## src/rtl/atomrv_lsu_pkg.sv

```systemverilog
// Shared types and funct3 decode helpers for the atomrv load/store unit.
package atomrv_lsu_pkg;

    localparam logic [2:0] F3_LB  = 3'b000;
    localparam logic [2:0] F3_LH  = 3'b001;
    localparam logic [2:0] F3_LW  = 3'b010;
    localparam logic [2:0] F3_LBU = 3'b100;
    localparam logic [2:0] F3_LHU = 3'b101;
    localparam logic [2:0] F3_SB  = 3'b000;
    localparam logic [2:0] F3_SH  = 3'b001;
    localparam logic [2:0] F3_SW  = 3'b010;

    localparam logic [0:0] ST_IDLE  = 1'b0;
    localparam logic [0:0] ST_WRITE = 1'b1;

    typedef enum logic [0:0] {
        IDLE  = ST_IDLE,
        WRITE = ST_WRITE
    } lsu_state_t;

    typedef enum logic [1:0] {
        SZ_BYTE,
        SZ_HALF,
        SZ_WORD
    } lsu_size_t;

    // Unlisted encodings fall through to a word access.
    function automatic lsu_size_t load_size(input logic [2:0] f3);
        case (f3)
            F3_LB, F3_LBU: return SZ_BYTE;
            F3_LH, F3_LHU: return SZ_HALF;
            F3_LW:         return SZ_WORD;
            default:       return SZ_WORD;
        endcase
    endfunction

    function automatic lsu_size_t store_size(input logic [2:0] f3);
        case (f3)
            F3_SB:   return SZ_BYTE;
            F3_SH:   return SZ_HALF;
            F3_SW:   return SZ_WORD;
            default: return SZ_WORD;
        endcase
    endfunction

    function automatic logic load_is_signed(input logic [2:0] f3);
        return (f3 == F3_LB) || (f3 == F3_LH);
    endfunction

endpackage

```

## src/rtl/atomrv_lsu_if.sv

```systemverilog
// Execute/DCCM/writeback bundle of the LSU; slave is the LSU, master is its environment.
interface atomrv_lsu_if #(
    parameter int unsigned DATAWIDTH        = 32,
    parameter int unsigned REG_ADRESS_WIDTH = 5
);
    logic                        ex_valid_i;
    logic                        ready_o;
    logic                        ex_load_i;
    logic                        ex_store_i;
    logic [2:0]                  ex_funct3_i;
    logic [DATAWIDTH-1:0]        ex_alu_i;
    logic [DATAWIDTH-1:0]        ex_sdata_i;
    logic                        ex_rwr_en_i;
    logic [REG_ADRESS_WIDTH-1:0] ex_rd_i;
    logic [DATAWIDTH-1:0]        dccm_addr_o;
    logic                        dccm_rd_en_o;
    logic                        dccm_wr_en_o;
    logic [DATAWIDTH-1:0]        dccm_wdata_o;
    logic [DATAWIDTH-1:0]        dccm_rdata_i;
    logic                        wb_rwr_en_o;
    logic [REG_ADRESS_WIDTH-1:0] wb_rd_o;
    logic [DATAWIDTH-1:0]        wb_data_o;
    logic                        misalign_o;

    modport slave (
        input  ex_valid_i, ex_load_i, ex_store_i, ex_funct3_i, ex_alu_i, ex_sdata_i,
               ex_rwr_en_i, ex_rd_i, dccm_rdata_i,
        output ready_o, dccm_addr_o, dccm_rd_en_o, dccm_wr_en_o, dccm_wdata_o,
               wb_rwr_en_o, wb_rd_o, wb_data_o, misalign_o
    );

    modport master (
        output ex_valid_i, ex_load_i, ex_store_i, ex_funct3_i, ex_alu_i, ex_sdata_i,
               ex_rwr_en_i, ex_rd_i, dccm_rdata_i,
        input  ready_o, dccm_addr_o, dccm_rd_en_o, dccm_wr_en_o, dccm_wdata_o,
               wb_rwr_en_o, wb_rd_o, wb_data_o, misalign_o
    );
endinterface

```

## src/rtl/atomrv_lsu_align.sv

```systemverilog
// Combinational lane logic: load extract/extend and sub-word store merge into the read word.
module atomrv_lsu_align
    import atomrv_lsu_pkg::*;
#(
    parameter int unsigned DATAWIDTH = 32
) (
    input  logic [DATAWIDTH-1:0] rdata,
    input  logic [DATAWIDTH-1:0] sdata,
    input  logic [1:0]           offset,
    input  lsu_size_t            size,
    input  logic                 sign_ext,
    output logic [DATAWIDTH-1:0] load_data,
    output logic [DATAWIDTH-1:0] merge_data
);
    logic [4:0]           shamt;
    logic [DATAWIDTH-1:0] lane;
    logic [DATAWIDTH-1:0] byte_mask;
    logic [DATAWIDTH-1:0] half_mask;
    logic [DATAWIDTH-1:0] byte_ins;
    logic [DATAWIDTH-1:0] half_ins;

    assign shamt     = {offset, 3'b000};
    assign byte_mask = {{(DATAWIDTH-8){1'b0}}, 8'hFF} << shamt;
    assign half_mask = {{(DATAWIDTH-16){1'b0}}, 16'hFFFF} << shamt;
    assign byte_ins  = {{(DATAWIDTH-8){1'b0}}, sdata[7:0]} << shamt;
    assign half_ins  = {{(DATAWIDTH-16){1'b0}}, sdata[15:0]} << shamt;

    always_comb begin
        lane       = rdata >> shamt;
        load_data  = rdata;
        merge_data = sdata;
        case (size)
            SZ_BYTE: begin
                load_data  = {{(DATAWIDTH-8){sign_ext & lane[7]}}, lane[7:0]};
                merge_data = (rdata & ~byte_mask) | byte_ins;
            end
            SZ_HALF: begin
                load_data  = {{(DATAWIDTH-16){sign_ext & lane[15]}}, lane[15:0]};
                merge_data = (rdata & ~half_mask) | half_ins;
            end
            default: begin
                load_data  = rdata;
                merge_data = sdata;
            end
        endcase
    end
endmodule

```

## src/rtl/atomrv_lsu.sv

```systemverilog
// atomrv_lsu: memory-stage LSU with read-modify-write for SB/SH on a byte-enable-less DCCM.
// Optional ATOMRV_LSU_MISALIGN_TRAP_EN flags misaligned half/word accesses instead of aligning them.
module atomrv_lsu
    import atomrv_lsu_pkg::*;
#(
    parameter int unsigned DATAWIDTH        = 32,
    parameter int unsigned ADDRESS_BUS      = 10,
    parameter int unsigned REG_ADRESS_WIDTH = 5
) (
    input logic         clk_i,
    input logic         rst_ni,
    atomrv_lsu_if.slave bus
);
    lsu_state_t                  state_q;
    logic [DATAWIDTH-1:0]        merge_q;
    logic [ADDRESS_BUS-1:0]      waddr_q;
    logic                        wb_rwr_en_q;
    logic [REG_ADRESS_WIDTH-1:0] wb_rd_q;
    logic [DATAWIDTH-1:0]        wb_data_q;

    logic [ADDRESS_BUS-1:0]      ex_widx;
    logic [ADDRESS_BUS-1:0]      acc_widx;
    lsu_size_t                   size;
    logic [1:0]                  offset;
    logic                        accept;
    logic                        mem_op;
    logic                        misaligned;
    logic                        access;
    logic                        sub_store;
    logic                        rd_en;
    logic                        wr_en;
    logic [DATAWIDTH-1:0]        wdata;
    logic [DATAWIDTH-1:0]        load_data;
    logic [DATAWIDTH-1:0]        merge_data;
    logic                        unused_hi;

    assign unused_hi = ^bus.ex_alu_i[DATAWIDTH-1:ADDRESS_BUS+2];

    assign accept    = bus.ex_valid_i && (state_q == IDLE);
    assign mem_op    = bus.ex_load_i || bus.ex_store_i;
    assign size      = bus.ex_store_i ? store_size(bus.ex_funct3_i) : load_size(bus.ex_funct3_i);
    assign ex_widx   = bus.ex_alu_i[ADDRESS_BUS+1:2];
    assign sub_store = bus.ex_store_i && (size != SZ_WORD);

    // Lane offset forced to natural alignment; misaligned cases are either trapped or silently aligned.
    always_comb begin
        case (size)
            SZ_BYTE: offset = bus.ex_alu_i[1:0];
            SZ_HALF: offset = {bus.ex_alu_i[1], 1'b0};
            default: offset = 2'b00;
        endcase
    end

`ifdef ATOMRV_LSU_MISALIGN_TRAP_EN
    logic misalign_q;

    assign misaligned = mem_op &&
                        (((size == SZ_HALF) && bus.ex_alu_i[0]) ||
                         ((size == SZ_WORD) && (bus.ex_alu_i[1:0] != 2'b00)));
    assign bus.misalign_o = misalign_q;

    always_ff @(posedge clk_i) begin
        if (!rst_ni) misalign_q <= 1'b0;
        else         misalign_q <= accept && misaligned;
    end
`else
    assign misaligned     = 1'b0;
    assign bus.misalign_o = 1'b0;
`endif

    assign access = accept && mem_op && !misaligned;

    atomrv_lsu_align #(
        .DATAWIDTH (DATAWIDTH)
    ) u_align (
        .rdata      (bus.dccm_rdata_i),
        .sdata      (bus.ex_sdata_i),
        .offset     (offset),
        .size       (size),
        .sign_ext   (load_is_signed(bus.ex_funct3_i)),
        .load_data  (load_data),
        .merge_data (merge_data)
    );

    // WRITE owns the port; otherwise loads and sub-word stores read, SW writes directly.
    always_comb begin
        rd_en    = 1'b0;
        wr_en    = 1'b0;
        wdata    = bus.ex_sdata_i;
        acc_widx = ex_widx;
        if (rst_ni) begin
            if (state_q == WRITE) begin
                wr_en    = 1'b1;
                wdata    = merge_q;
                acc_widx = waddr_q;
            end else if (access) begin
                if (bus.ex_load_i || sub_store) rd_en = 1'b1;
                else                            wr_en = 1'b1;
            end
        end
    end

    assign bus.ready_o      = (state_q == IDLE);
    assign bus.dccm_rd_en_o = rd_en;
    assign bus.dccm_wr_en_o = wr_en;
    assign bus.dccm_wdata_o = wdata;
    assign bus.dccm_addr_o  = {{(DATAWIDTH-ADDRESS_BUS-2){1'b0}}, acc_widx, 2'b00};

    always_ff @(posedge clk_i) begin
        if (!rst_ni) begin
            state_q     <= IDLE;
            merge_q     <= '0;
            waddr_q     <= '0;
            wb_rwr_en_q <= 1'b0;
            wb_rd_q     <= '0;
            wb_data_q   <= '0;
        end else begin
            wb_rwr_en_q <= 1'b0;
            if (state_q == WRITE) begin
                state_q <= IDLE;
            end else if (access && sub_store) begin
                state_q <= WRITE;
                merge_q <= merge_data;
                waddr_q <= ex_widx;
            end
            if (accept) begin
                if (!mem_op) begin
                    wb_rwr_en_q <= bus.ex_rwr_en_i;
                    wb_rd_q     <= bus.ex_rd_i;
                    wb_data_q   <= bus.ex_alu_i;
                end else if (bus.ex_load_i && !misaligned) begin
                    wb_rwr_en_q <= bus.ex_rwr_en_i;
                    wb_rd_q     <= bus.ex_rd_i;
                    wb_data_q   <= load_data;
                end
            end
        end
    end

    assign bus.wb_rwr_en_o = wb_rwr_en_q;
    assign bus.wb_rd_o     = wb_rd_q;
    assign bus.wb_data_o   = wb_data_q;
endmodule
```

## src/flat_wrapper.sv

```systemverilog
// flat-port wrapper written by rule: the top's interface ports become plain ports
module atomrv_lsu_flat import atomrv_lsu_pkg::*;
#(
    parameter int unsigned DATAWIDTH        = 32,
    parameter int unsigned ADDRESS_BUS      = 10,
    parameter int unsigned REG_ADRESS_WIDTH = 5
)
  (clk_i, rst_ni, bus_ex_valid_i, bus_ex_load_i, bus_ex_store_i, bus_ex_funct3_i, bus_ex_alu_i, bus_ex_sdata_i, bus_ex_rwr_en_i, bus_ex_rd_i, bus_dccm_rdata_i, bus_ready_o, bus_dccm_addr_o, bus_dccm_rd_en_o, bus_dccm_wr_en_o, bus_dccm_wdata_o, bus_wb_rwr_en_o, bus_wb_rd_o, bus_wb_data_o, bus_misalign_o);
  atomrv_lsu_if #(.DATAWIDTH(DATAWIDTH), .REG_ADRESS_WIDTH(REG_ADRESS_WIDTH)) bus_i ();
  input logic clk_i;
  input logic rst_ni;
  input wire logic [$bits(bus_i.ex_valid_i)-1:0] bus_ex_valid_i;
  input wire logic [$bits(bus_i.ex_load_i)-1:0] bus_ex_load_i;
  input wire logic [$bits(bus_i.ex_store_i)-1:0] bus_ex_store_i;
  input wire logic [$bits(bus_i.ex_funct3_i)-1:0] bus_ex_funct3_i;
  input wire logic [$bits(bus_i.ex_alu_i)-1:0] bus_ex_alu_i;
  input wire logic [$bits(bus_i.ex_sdata_i)-1:0] bus_ex_sdata_i;
  input wire logic [$bits(bus_i.ex_rwr_en_i)-1:0] bus_ex_rwr_en_i;
  input wire logic [$bits(bus_i.ex_rd_i)-1:0] bus_ex_rd_i;
  input wire logic [$bits(bus_i.dccm_rdata_i)-1:0] bus_dccm_rdata_i;
  output wire logic [$bits(bus_i.ready_o)-1:0] bus_ready_o;
  output wire logic [$bits(bus_i.dccm_addr_o)-1:0] bus_dccm_addr_o;
  output wire logic [$bits(bus_i.dccm_rd_en_o)-1:0] bus_dccm_rd_en_o;
  output wire logic [$bits(bus_i.dccm_wr_en_o)-1:0] bus_dccm_wr_en_o;
  output wire logic [$bits(bus_i.dccm_wdata_o)-1:0] bus_dccm_wdata_o;
  output wire logic [$bits(bus_i.wb_rwr_en_o)-1:0] bus_wb_rwr_en_o;
  output wire logic [$bits(bus_i.wb_rd_o)-1:0] bus_wb_rd_o;
  output wire logic [$bits(bus_i.wb_data_o)-1:0] bus_wb_data_o;
  output wire logic [$bits(bus_i.misalign_o)-1:0] bus_misalign_o;
  assign bus_i.ex_valid_i = bus_ex_valid_i;
  assign bus_i.ex_load_i = bus_ex_load_i;
  assign bus_i.ex_store_i = bus_ex_store_i;
  assign bus_i.ex_funct3_i = bus_ex_funct3_i;
  assign bus_i.ex_alu_i = bus_ex_alu_i;
  assign bus_i.ex_sdata_i = bus_ex_sdata_i;
  assign bus_i.ex_rwr_en_i = bus_ex_rwr_en_i;
  assign bus_i.ex_rd_i = bus_ex_rd_i;
  assign bus_i.dccm_rdata_i = bus_dccm_rdata_i;
  assign bus_ready_o = bus_i.ready_o;
  assign bus_dccm_addr_o = bus_i.dccm_addr_o;
  assign bus_dccm_rd_en_o = bus_i.dccm_rd_en_o;
  assign bus_dccm_wr_en_o = bus_i.dccm_wr_en_o;
  assign bus_dccm_wdata_o = bus_i.dccm_wdata_o;
  assign bus_wb_rwr_en_o = bus_i.wb_rwr_en_o;
  assign bus_wb_rd_o = bus_i.wb_rd_o;
  assign bus_wb_data_o = bus_i.wb_data_o;
  assign bus_misalign_o = bus_i.misalign_o;
  atomrv_lsu #(.DATAWIDTH(DATAWIDTH), .ADDRESS_BUS(ADDRESS_BUS), .REG_ADRESS_WIDTH(REG_ADRESS_WIDTH)) u_core (.clk_i(clk_i), .rst_ni(rst_ni), .bus(bus_i));
endmodule
```

## config.mk

```make
export PLATFORM = sky130hd
export DESIGN_NAME = atomrv_lsu_flat
export DESIGN_NICKNAME = d
export VERILOG_FILES = /design/src/rtl/atomrv_lsu_pkg.sv /design/src/rtl/atomrv_lsu_if.sv /design/src/rtl/atomrv_lsu_align.sv /design/src/rtl/atomrv_lsu.sv /design/src/flat_wrapper.sv
export SDC_FILE = /design/constraint.sdc
export NUM_CORES = 1
export LEC_CHECK = 0
export BUFFER_PORTS_ARGS = -buffer_cell sky130_fd_sc_hd__buf_2
export CORE_ASPECT_RATIO = 0.9
export CORE_MARGIN = 1.5
export CORE_UTILIZATION = 35
export DETAILED_ROUTE_END_ITERATION = 8
export HOLD_SLACK_MARGIN = 0.05
export SLEW_MARGIN = 20
export SYNTH_ARGS = -nofsm -noshare
export SYNTH_HDL_FRONTEND = slang
export SYNTH_SLANG_ARGS = --single-unit
```

## constraint.sdc

```tcl
create_clock -name clk_i -period 2.9 [get_ports clk_i]
set_clock_uncertainty 0.15 [all_clocks]
set_input_delay 0.145 -clock clk_i [delete_from_list [all_inputs] [get_ports clk_i]]
set_output_delay 0.145 -clock clk_i [all_outputs]
set_load 0.01 [all_outputs]
```

==> flow_metrics.tcl, run 1 <==
set metrics [dict create \
    status "finished clean" \
    antenna_found_initial 0 \
    r2r_cells 7 \
    holdWs_ns 0.05654 \
    syn_area_um2 5200 \
    overflow 0 \
    cellPowerDensity_nw_per_um2 427.4 \
    slew_violations 0 \
    seq_area_frac_synth 0.3118 \
    cp-start-kind "input pin" \
    power_leakage_uw 0.003054 \
    cts_sinks 81 \
    finalNonFillerCells 1069 \
    nets 980 \
    final_common_cell "buf_2" \
    slowest_delay_ns 0.56 \
    fill_cells 1482 \
    r2r_start "u_core.state_q$_SDFF_PP0_" \
    layout-drive-gt1-share 0.3226 \
    period_share 0.8551 \
    worst_pin_slew_ns 0.7058 \
    synth_cell_type_count 56 \
    synth_cells 642 \
    globalplace.congestion 0.8500 \
    synth_flop_cell "dfxtp_1" \
    numCtsBuffers 9 \
    syn_avg_cell_area_um2 8.100 \
    die_area_um2 15600 \
    core_region_area_um2 14610 \
    rsz0062_at_grt "no" \
    drtIter0Drc 446 \
    htree_levels 3 \
    cts_tree "done" \
    stdcell_area_um2 7059 \
    reg2reg_slack_ns 0.48 \
    antenna_left 0 \
    detail_route.wl_per_cell_um 17.97 \
    clkTransAtPathRegs_ns 0.06 \
    dp.cells 998 \
    ir_drop_v 0.0003313 \
    placedInstanceArea_um2 6226 \
    grt_pass1_vias 5410 \
    async_reset_ff_frac 0 \
    critPathBufInv 4 \
    dp_hpwl_mm 13.26 \
    fmax_mhz 403.2 \
    ys_seq_elements 81 \
    setup.worst_path.end_class "flip-flop" \
    cap_viol_max_count 0 \
    synth_edf_count 0 \
    syn_to_final_growth_pct 35.76 \
    vias 5720 \
    finish.utilization 0.4832 \
    crit_start "rst_ni" \
    crit_family "buffers and inverters" \
    start_util 0.3559 \
    critPathSlowestCell "dlygate4sd3_1" \
    fin_crit_ns 2.480 \
    path_max_fanout 44 \
    hold_viol_final 0 \
    drt_pass1_iterations 5 \
    clockBufferDepth 2 \
    die_w_um 131.5 \
    grt_pass1_wl_mm 29.97 \
    cts-resized-gates 0 \
    cts-root-buf "clkbuf_16" \
    layout_common_cells "buf_2, nand2_1, dfxtp_1" \
    cp_cell_sequence "dlygate4sd3_1 -> buf_2 -> buf_4 -> and2_1 -> nand2_1 -> o21ai_0 -> dlygate4sd3_1" \
    diodes 0 \
    relSlewSlack 0.5294 \
    arrival_ns 2.62 \
    cts_setup_buffers 0 \
    tns_ns 0 \
    synth_warnings 0 \
    die_h_um 118.6 \
    critPathKind "input pin to flip-flop" \
    numPortBuffers 192 \
    synth_top_cell_area_share 0.3118 \
    grt_max_degree 45 \
    ys_top_cells_by_area "dfxtp_1, mux2_2, nand2_1, a21oi_1, buf_4" \
    setup_viol 0 \
    grtUsageTotal 0.2436 \
    cp_common_cell "dlygate4sd3_1" \
    cp_data_required_time_ns 3.04 \
    viasPerCell 5.351 \
    hold_class "input pin to flip-flop" \
    drt-total-wl_mm 19.21 \
    num_rows 42 \
    drc 0 \
    clk_latency_ns 0.35 \
    cp_num_cells 7 \
    hp-start "bus_ex_alu_i[21]" \
    r2r-end "u_core.bus.wb_data_o[20]$_SDFFE_PN0P_" \
    ctsHoldBuffers 55 \
    endpoint "u_core.bus.wb_data_o[14]$_SDFFE_PN0P_" \
    synth.largest_area_cell "dfxtp_1" \
    ioPinCount 216 \
]
-- registers in the layout, summed over array words and instances, names as in the netlist --
register                cells
u_core.bus.wb_data_o       32
u_core.merge_q             32
u_core.waddr_q             10
u_core.bus.wb_rd_o          5
u_core.bus.wb_rwr_en_o      1
u_core.state_q              1
-- cell usage after synthesis (all sizes together) (3+ instances only) --
cell type / n
clkbuf: 23
a221o: 14
inv: 6
nor2: 41
or3: 20
o2bb2ai: 3
mux2: 42
a22oi: 16
buf: 49
o211ai: 24
a31oi: 5
nand2: 88
o221ai: 8
nor3b: 13
a221oi: 16
a211oi: 3
and2: 7
nor2b: 24
o21ai: 26
dfxtp: 81
a21boi: 16
mux2i: 11
nor3: 4
a21o: 3
nand3: 15
a21oi: 60
ha: 4
-- layer usage --
metal | wire length [um] | vias up | track usage
met2 | 8386 | 270 | 0.3740
met1 | 8789 | 2669 | 0.3339
met5 | 0 | - | 0
met3 | 1628 | 28 | 0.06478
met4 | 405 | 0 | 0.07153
li1 | - | 2753 | -
-- cell type report --
type                    count  area [um2]  share of cell area
multi-input cells         504        3232              0.4578
repair buffers            263        1644              0.2329
flip-flops and latches     81        1622              0.2297
clock buffers              11       252.7             0.03580
well taps                 198       247.7             0.03509
inverters                   7       31.28            0.004431
clock inverters             5       30.03            0.004254
-- logic make-up (layout without fill, tap and decap cells) --
kind of cell,after synthesis,count (layout),synth area share
flops,81,81,0.3118
compound gates,202,202,0.2700
fa+ha+maj,4,4,0.009625
other cells,1,23,0.0007212
mux,53,53,0.1121
simple gates,222,222,0.2115
buf+inv,79,286,0.08421
-- where the power goes --
part           internal [uW]  switching (uW)
Clock                    622             486
Combinational            307             398
Sequential              1170            35.2
Total                   2100             919
-- metrics by stage --
step           power [uW]  setup slack [ns]
6_report             3017            0.4201
3_5_place_dp         1863            0.5998
5_1_grt              3157            0.3120
2_1_floorplan        1611            0.8167
3_3_place_gp         1863            0.6288
4_1_cts              3033            0.4755
-- worst min path at each step --
stage / endpoint / slack, ns / depth (start not counted)
6_report: u_core.bus.wb_data_o[21]$_SDFFE_PN0P_ / 0.06 / 4
5_1_grt: u_core.bus.wb_data_o[23]$_SDFFE_PN0P_ / 0.08 / 3
4_1_cts: u_core.bus.wb_data_o[21]$_SDFFE_PN0P_ / 0.05 / 3
3_5_place_dp: u_core.bus.wb_rwr_en_o$_SDFF_PN0_ / 0.21 / 2
3_3_place_gp: u_core.bus.wb_rwr_en_o$_SDFF_PN0_ / 0.21 / 2
2_1_floorplan: u_core.bus.wb_rwr_en_o$_SDFF_PN0_ / 0.12 / 1
-- worst min-delay path, cell delays in order --
cell and delay (ns):
buf_2 0.07, or3_1 0.09, o211ai_1 0.08, a21oi_1 0.13
Power figures use the tool's default switching activity.
==> run 2, diff against run 1 <==
CTS_CLUSTER_DIAMETER = 30   (was unset)
HOLD_SLACK_MARGIN = 0.15   (was 0.05)
==> flow_metrics.tcl, run 2 (same netlist as run 1, synthesis figures left out) <==
set metrics [dict create \
    status "finished clean" \
    final_common_cell "buf_2" \
    rsz0062_at_grt "no" \
    grt_pass1_vias 5742 \
    seq_power_share 0.391 \
    holdPathStages 4 \
    clock_power_share 0.362 \
    cp-start-kind "input pin" \
    die_area_um2 15600 \
    clockBufferDepth 2 \
    dp.cells 998 \
    relSlewSlack 0.5142 \
    stdcell_area_um2 7550 \
    placedInstanceArea_um2 6226 \
    overflow 0 \
    crit_start "bus_ex_funct3_i[0]" \
    arrival_ns 2.88 \
    comb_power_share 0.248 \
    ir_drop_v 0.0003932 \
    r2r_start "u_core.state_q$_SDFF_PP0_" \
    die_h_um 118.6 \
    hold_viol_final 0 \
    power_leakage_uw 0.003297 \
    drtIter0Drc 516 \
    syn_to_final_growth_pct 45.19 \
    internal_power_uw 2146 \
    die_w_um 131.5 \
    fin_crit_ns 2.792 \
    drc 0 \
    cts_sinks 81 \
    critPathKind "input pin to flip-flop" \
    finalPower_uw 3080 \
    cts_setup_buffers 0 \
    path_max_fanout 14 \
    setup_viol 0 \
    start_util 0.3559 \
    numPortBuffers 192 \
    cts-root-buf "clkbuf_16" \
    r2r_cells 5 \
    cap_viol_max_count 0 \
    htree_levels 3 \
    antenna_found_initial 0 \
    cp_num_cells 9 \
    reg2reg_slack_ns 0.38 \
    drt_pass1_iterations 5 \
    grt_max_degree 45 \
    globalplace.congestion 0.8500 \
    r2r-end "u_core.merge_q[11]$_SDFFE_PN0P_" \
    period_share 0.9627 \
    netSwitchingPower_uw 934.5 \
    clkTransAtPathRegs_ns 0.07 \
    slew_violations 0 \
    finalNonFillerCells 1118 \
    numCtsBuffers 9 \
    nets 1029 \
    vias 5941 \
    hp-start "bus_ex_load_i" \
    setup.worst_path.end_class "flip-flop" \
    layout_common_cells "buf_2, dlygate4sd3_1, nand2_1" \
    clk_latency_ns 0.35 \
    num_rows 42 \
    cp_common_cell "dlygate4sd3_1" \
    grtUsageTotal 0.2510 \
    critPathSlowestCell "dlygate4sd3_1" \
    antenna_left 0 \
    critPathBufInv 4 \
    core_region_area_um2 14610 \
    slowest_delay_ns 0.57 \
    fmax_mhz 358.2 \
    hold_class "input pin to flip-flop" \
    dp_hpwl_mm 13.26 \
    detail_route.wl_per_cell_um 17.66 \
    tns_ns 0 \
    viasPerCell 5.314 \
    grt_pass1_wl_mm 31.01 \
    cp_data_required_time_ns 2.98 \
    worst_pin_slew_ns 0.7287 \
    cp_cell_sequence "buf_2 -> a211o_1 -> or2_4 -> clkinv_4 -> mux2i_1 -> o21ai_1 -> dlygate4sd3_1 -> a221o_1 -> dlygate4sd3_1" \
    holdWs_ns 0.1735 \
    p_sw_frac 0.3034 \
    cts_tree "done" \
    ioPinCount 216 \
    layout-drive-gt1-share 0.3054 \
    cellPowerDensity_nw_per_um2 408.0 \
    drt-total-wl_mm 19.75 \
    endpoint "u_core.merge_q[14]$_SDFFE_PN0P_" \
    diodes 0 \
    crit_family "buffers and inverters" \
]
## run 2: cell types whose count changed in the layout (fill, tap and decap cells not counted), sizes merged
cell         before  now
dlygate4sd3      55  104
## run 2: cell type report
cell class	instances	area, um2
Tap cell	198	247.7
Multi-Input combinational cell	504	3232
Sequential cell	81	1622
Inverter	7	31.28
Clock inverter	5	30.03
Timing Repair Buffer	312	2135
Fill cell	1431	7059
Clock buffer	11	252.7
## run 2: power groups by stage
stage / sequential [uW] / clock, uW / combinational (uW)
after floorplan: 1240 / 0 / 372
after global placement: 1230 / 0 / 635
after detailed placement: 1230 / 0 / 636
after CTS: 1200 / 1130 / 752
after global routing: 1210 / 1180 / 828
final: 1200 / 1110 / 763
## run 2: metrics by stage
stage	utilization	setup slack, ns
5_1_grt	0.5168	0.04013
4_1_cts	0.5168	0.1952
3_3_place_gp	0.4262	0.6288
6_report	0.5168	0.1083
3_5_place_dp	0.4262	0.5998
2_1_floorplan	-	0.8167
## run 2: worst min-delay path by stage
stage	end	slack (ns)
floorplan	u_core.bus.wb_rwr_en_o$_SDFF_PN0_	0.12
global placement	u_core.bus.wb_rwr_en_o$_SDFF_PN0_	0.21
detailed placement	u_core.bus.wb_rwr_en_o$_SDFF_PN0_	0.21
CTS	u_core.merge_q[29]$_SDFFE_PN0P_	0.16
global route	u_core.merge_q[29]$_SDFFE_PN0P_	0.19
finish	u_core.bus.wb_data_o[1]$_SDFFE_PN0P_	0.17
## run 2: what timing repair did
item                      4_1_cts  5_1_grt
hold buffers                  104        0
hold endpoints to repair       81        0
resized for setup               0        0
## run 2: worst reg2reg max path: cells and delay by family (launching register included)
| kind | cells | cell delay, ns |
|---|---|---|
| DFF | 1 | 0.34 |
| buffers and inverters | 1 | 0.55 |
| AOI/OAI and AO/OA | 1 | 0.25 |
| and+or+nand+nor | 3 | 1.18 |
## run 2: routing by layer
| metal | up-vias | part of all wire | GRT usage |
|---|---|---|---|
| met2 | 295 | 0.44 | 0.3924 |
| met4 | 0 | 0.022 | 0.08056 |
| met3 | 31 | 0.091 | 0.06478 |
| met1 | 2766 | 0.45 | 0.3371 |
| met5 | - | 0 | 0 |
| li1 | 2849 | - | - |
==> run 3, diff against run 2 <==
CELL_PAD_IN_SITES_DETAIL_PLACEMENT = 0   (was unset)
CELL_PAD_IN_SITES_GLOBAL_PLACEMENT = 1   (was unset)
CORE_ASPECT_RATIO = 1.25   (was 0.9)
GPL_TIMING_DRIVEN = 0   (was unset)
PLACE_DENSITY_LB_ADDON = 0.1   (was unset)
==> flow_metrics.tcl, run 3 (same netlist as run 1, synthesis figures left out) <==
set metrics [dict create \
    status "complete, but fails checks" \
    violations "design-rule violations" \
    grt_max_degree 14 \
    layout_common_cells "buf_2, dlygate4sd3_1, nand2_1" \
    finalNonFillerCells 1142 \
    hold_class "input pin to flip-flop" \
    dp_hpwl_mm 15.71 \
    layout-drive-gt1-share 0.3164 \
    slew_violations 0 \
    cp-start-kind "input pin" \
    grt_pass1_wl_mm 32.37 \
    cts_sinks 81 \
    die_h_um 139.3 \
    wl_met1_mm 8.909 \
    worst_pin_slew_ns 0.7602 \
    fill_cells 1427 \
    viasPerCell 5.358 \
    critPathSlowestCell "dlygate4sd3_1" \
    clkTransAtPathRegs_ns 0.06 \
    setup.worst_path.end_class "flip-flop" \
    ir_drop_v 0.0002324 \
    num_rows 49 \
    antenna_found_initial 0 \
    cap_viol_max_count 0 \
    clockBufferDepth 2 \
    diodes 0 \
    ff_latch_area_um2 1622 \
    numPortBuffers 191 \
    die_w_um 112.0 \
    drtIter0Drc 389 \
    drc 13 \
    dp.cells 1033 \
    cts-root-buf "clkbuf_16" \
    clk_latency_ns 0.34 \
    cellPowerDensity_nw_per_um2 413.5 \
    top_layer "met4" \
    fin_crit_ns 2.828 \
    rsz0062_at_grt "no" \
    numCtsBuffers 9 \
    vias 6119 \
    globalplace.congestion 0.9093 \
    final_common_cell "buf_2" \
    placedInstanceArea_um2 6461 \
    start_util 0.3594 \
    die_area_um2 15600 \
    grtUsageTotal 0.2641 \
    cts_setup_buffers 0 \
    fmax_mhz 353.6 \
    nets 1074 \
    slowest_delay_ns 0.58 \
    htree_levels 3 \
    period_share 0.9753 \
    cts_tree "done" \
    stdcell_area_um2 7711 \
    relSlewSlack 0.4932 \
    arrival_ns 2.91 \
    cp_cell_sequence "buf_2 -> buf_6 -> a211o_1 -> or2_4 -> clkinv_4 -> mux2i_2 -> o21ai_1 -> dlygate4sd3_1 -> a221o_1 -> dlygate4sd3_1" \
    drt-total-wl_mm 21.12 \
    grt_pass1_vias 6027 \
    route.met3.wl_mm 1.569 \
    antenna_left 0 \
    power_leakage_uw 0.003419 \
    detail_route.wl_per_cell_um 18.49 \
    core_region_area_um2 14470 \
    drt_pass1_iterations 7 \
    hold_viol_final 0 \
    cp_common_cell "dlygate4sd3_1" \
    setup_viol 0 \
    cp_data_required_time_ns 2.98 \
    overflow 0 \
    path_max_fanout 11 \
    wl_met2_mm 10.13 \
    critPathKind "input pin to flip-flop" \
    syn_to_final_growth_pct 48.29 \
    tns_ns 0 \
    ioPinCount 216 \
    multi_input_area_um2 3227 \
]
-- run 3: cell types whose count changed in the layout (fill, tap and decap cells not counted), sizes merged --
cell / change
clkinvlp: +1
clkbuf: +23
dlygate4sd3: -10
buf: +32
bufinv: +1
clkinv: -3
-- run 3: routing by layer --
layer / track usage / up-vias
met5: 0 / -
met4: 0.1013 / 0
met3: 0.04573 / 33
met2: 0.4513 / 296
met1: 0.3322 / 2839
li1: - / 2951
-- run 3: layout make-up --
class                   instances  share of cell area
inverters                       7            0.004056
clock inverters                 4            0.006815
repair buffers                285              0.2460
flip-flops and latches         81              0.2103
well taps                     178             0.02888
plain buffers                  72             0.05273
clock buffers                  11             0.03278
multi-input cells             504              0.4185
-- run 3: where the power goes --
part / switching [uW] / internal (uW)
Sequential: 34.4 / 1170
Combinational: 429 / 373
Clock: 475 / 709
Total: 938 / 2250
-- run 3: final timing paths --
path                                    startpoint                                    end  slack [ns]  cells after the start
max                                 bus_ex_store_i        u_core.merge_q[14]$_SDFFE_PN0P_        0.07                     10
min                              bus_ex_sdata_i[6]         u_core.merge_q[6]$_SDFFE_PN0P_        0.14                      3
max reg2reg              u_core.state_q$_SDFF_PP0_         u_core.merge_q[9]$_SDFFE_PN0P_        0.33                      7
min reg2reg  u_core.bus.wb_data_o[13]$_SDFFE_PN0P_  u_core.bus.wb_data_o[13]$_SDFFE_PN0P_        0.29                      2
-- run 3: metrics by stage --
step | setup slack, ns | total power, uW | hold WS (ns) | util
2_1_floorplan | 0.8167 | 1611 | 0.1167 | -
3_3_place_gp | 0.2011 | 1899 | 0.1992 | 0.4466
3_5_place_dp | 0.1722 | 1910 | 0.1977 | 0.4466
4_1_cts | 0.1237 | 3189 | 0.1515 | 0.5327
5_1_grt | 0.01301 | 3315 | 0.1751 | 0.5329
6_report | 0.07164 | 3189 | 0.1434 | 0.5329
-- run 3: what timing repair did --
item	CTS	global route
endpoints found under the setup margin	0	1
resized for setup	0	1
hold buffers	94	0
hold endpoints to repair	79	0
-- run 3: critical path: cells and delay by family --
kind                   cells  cell delay (ns)
buffers and inverters      5             1.53
AND/OR/NAND/NOR            1             0.28
multiplexers               1             0.26
AO/OA/AOI/OAI              3             0.70
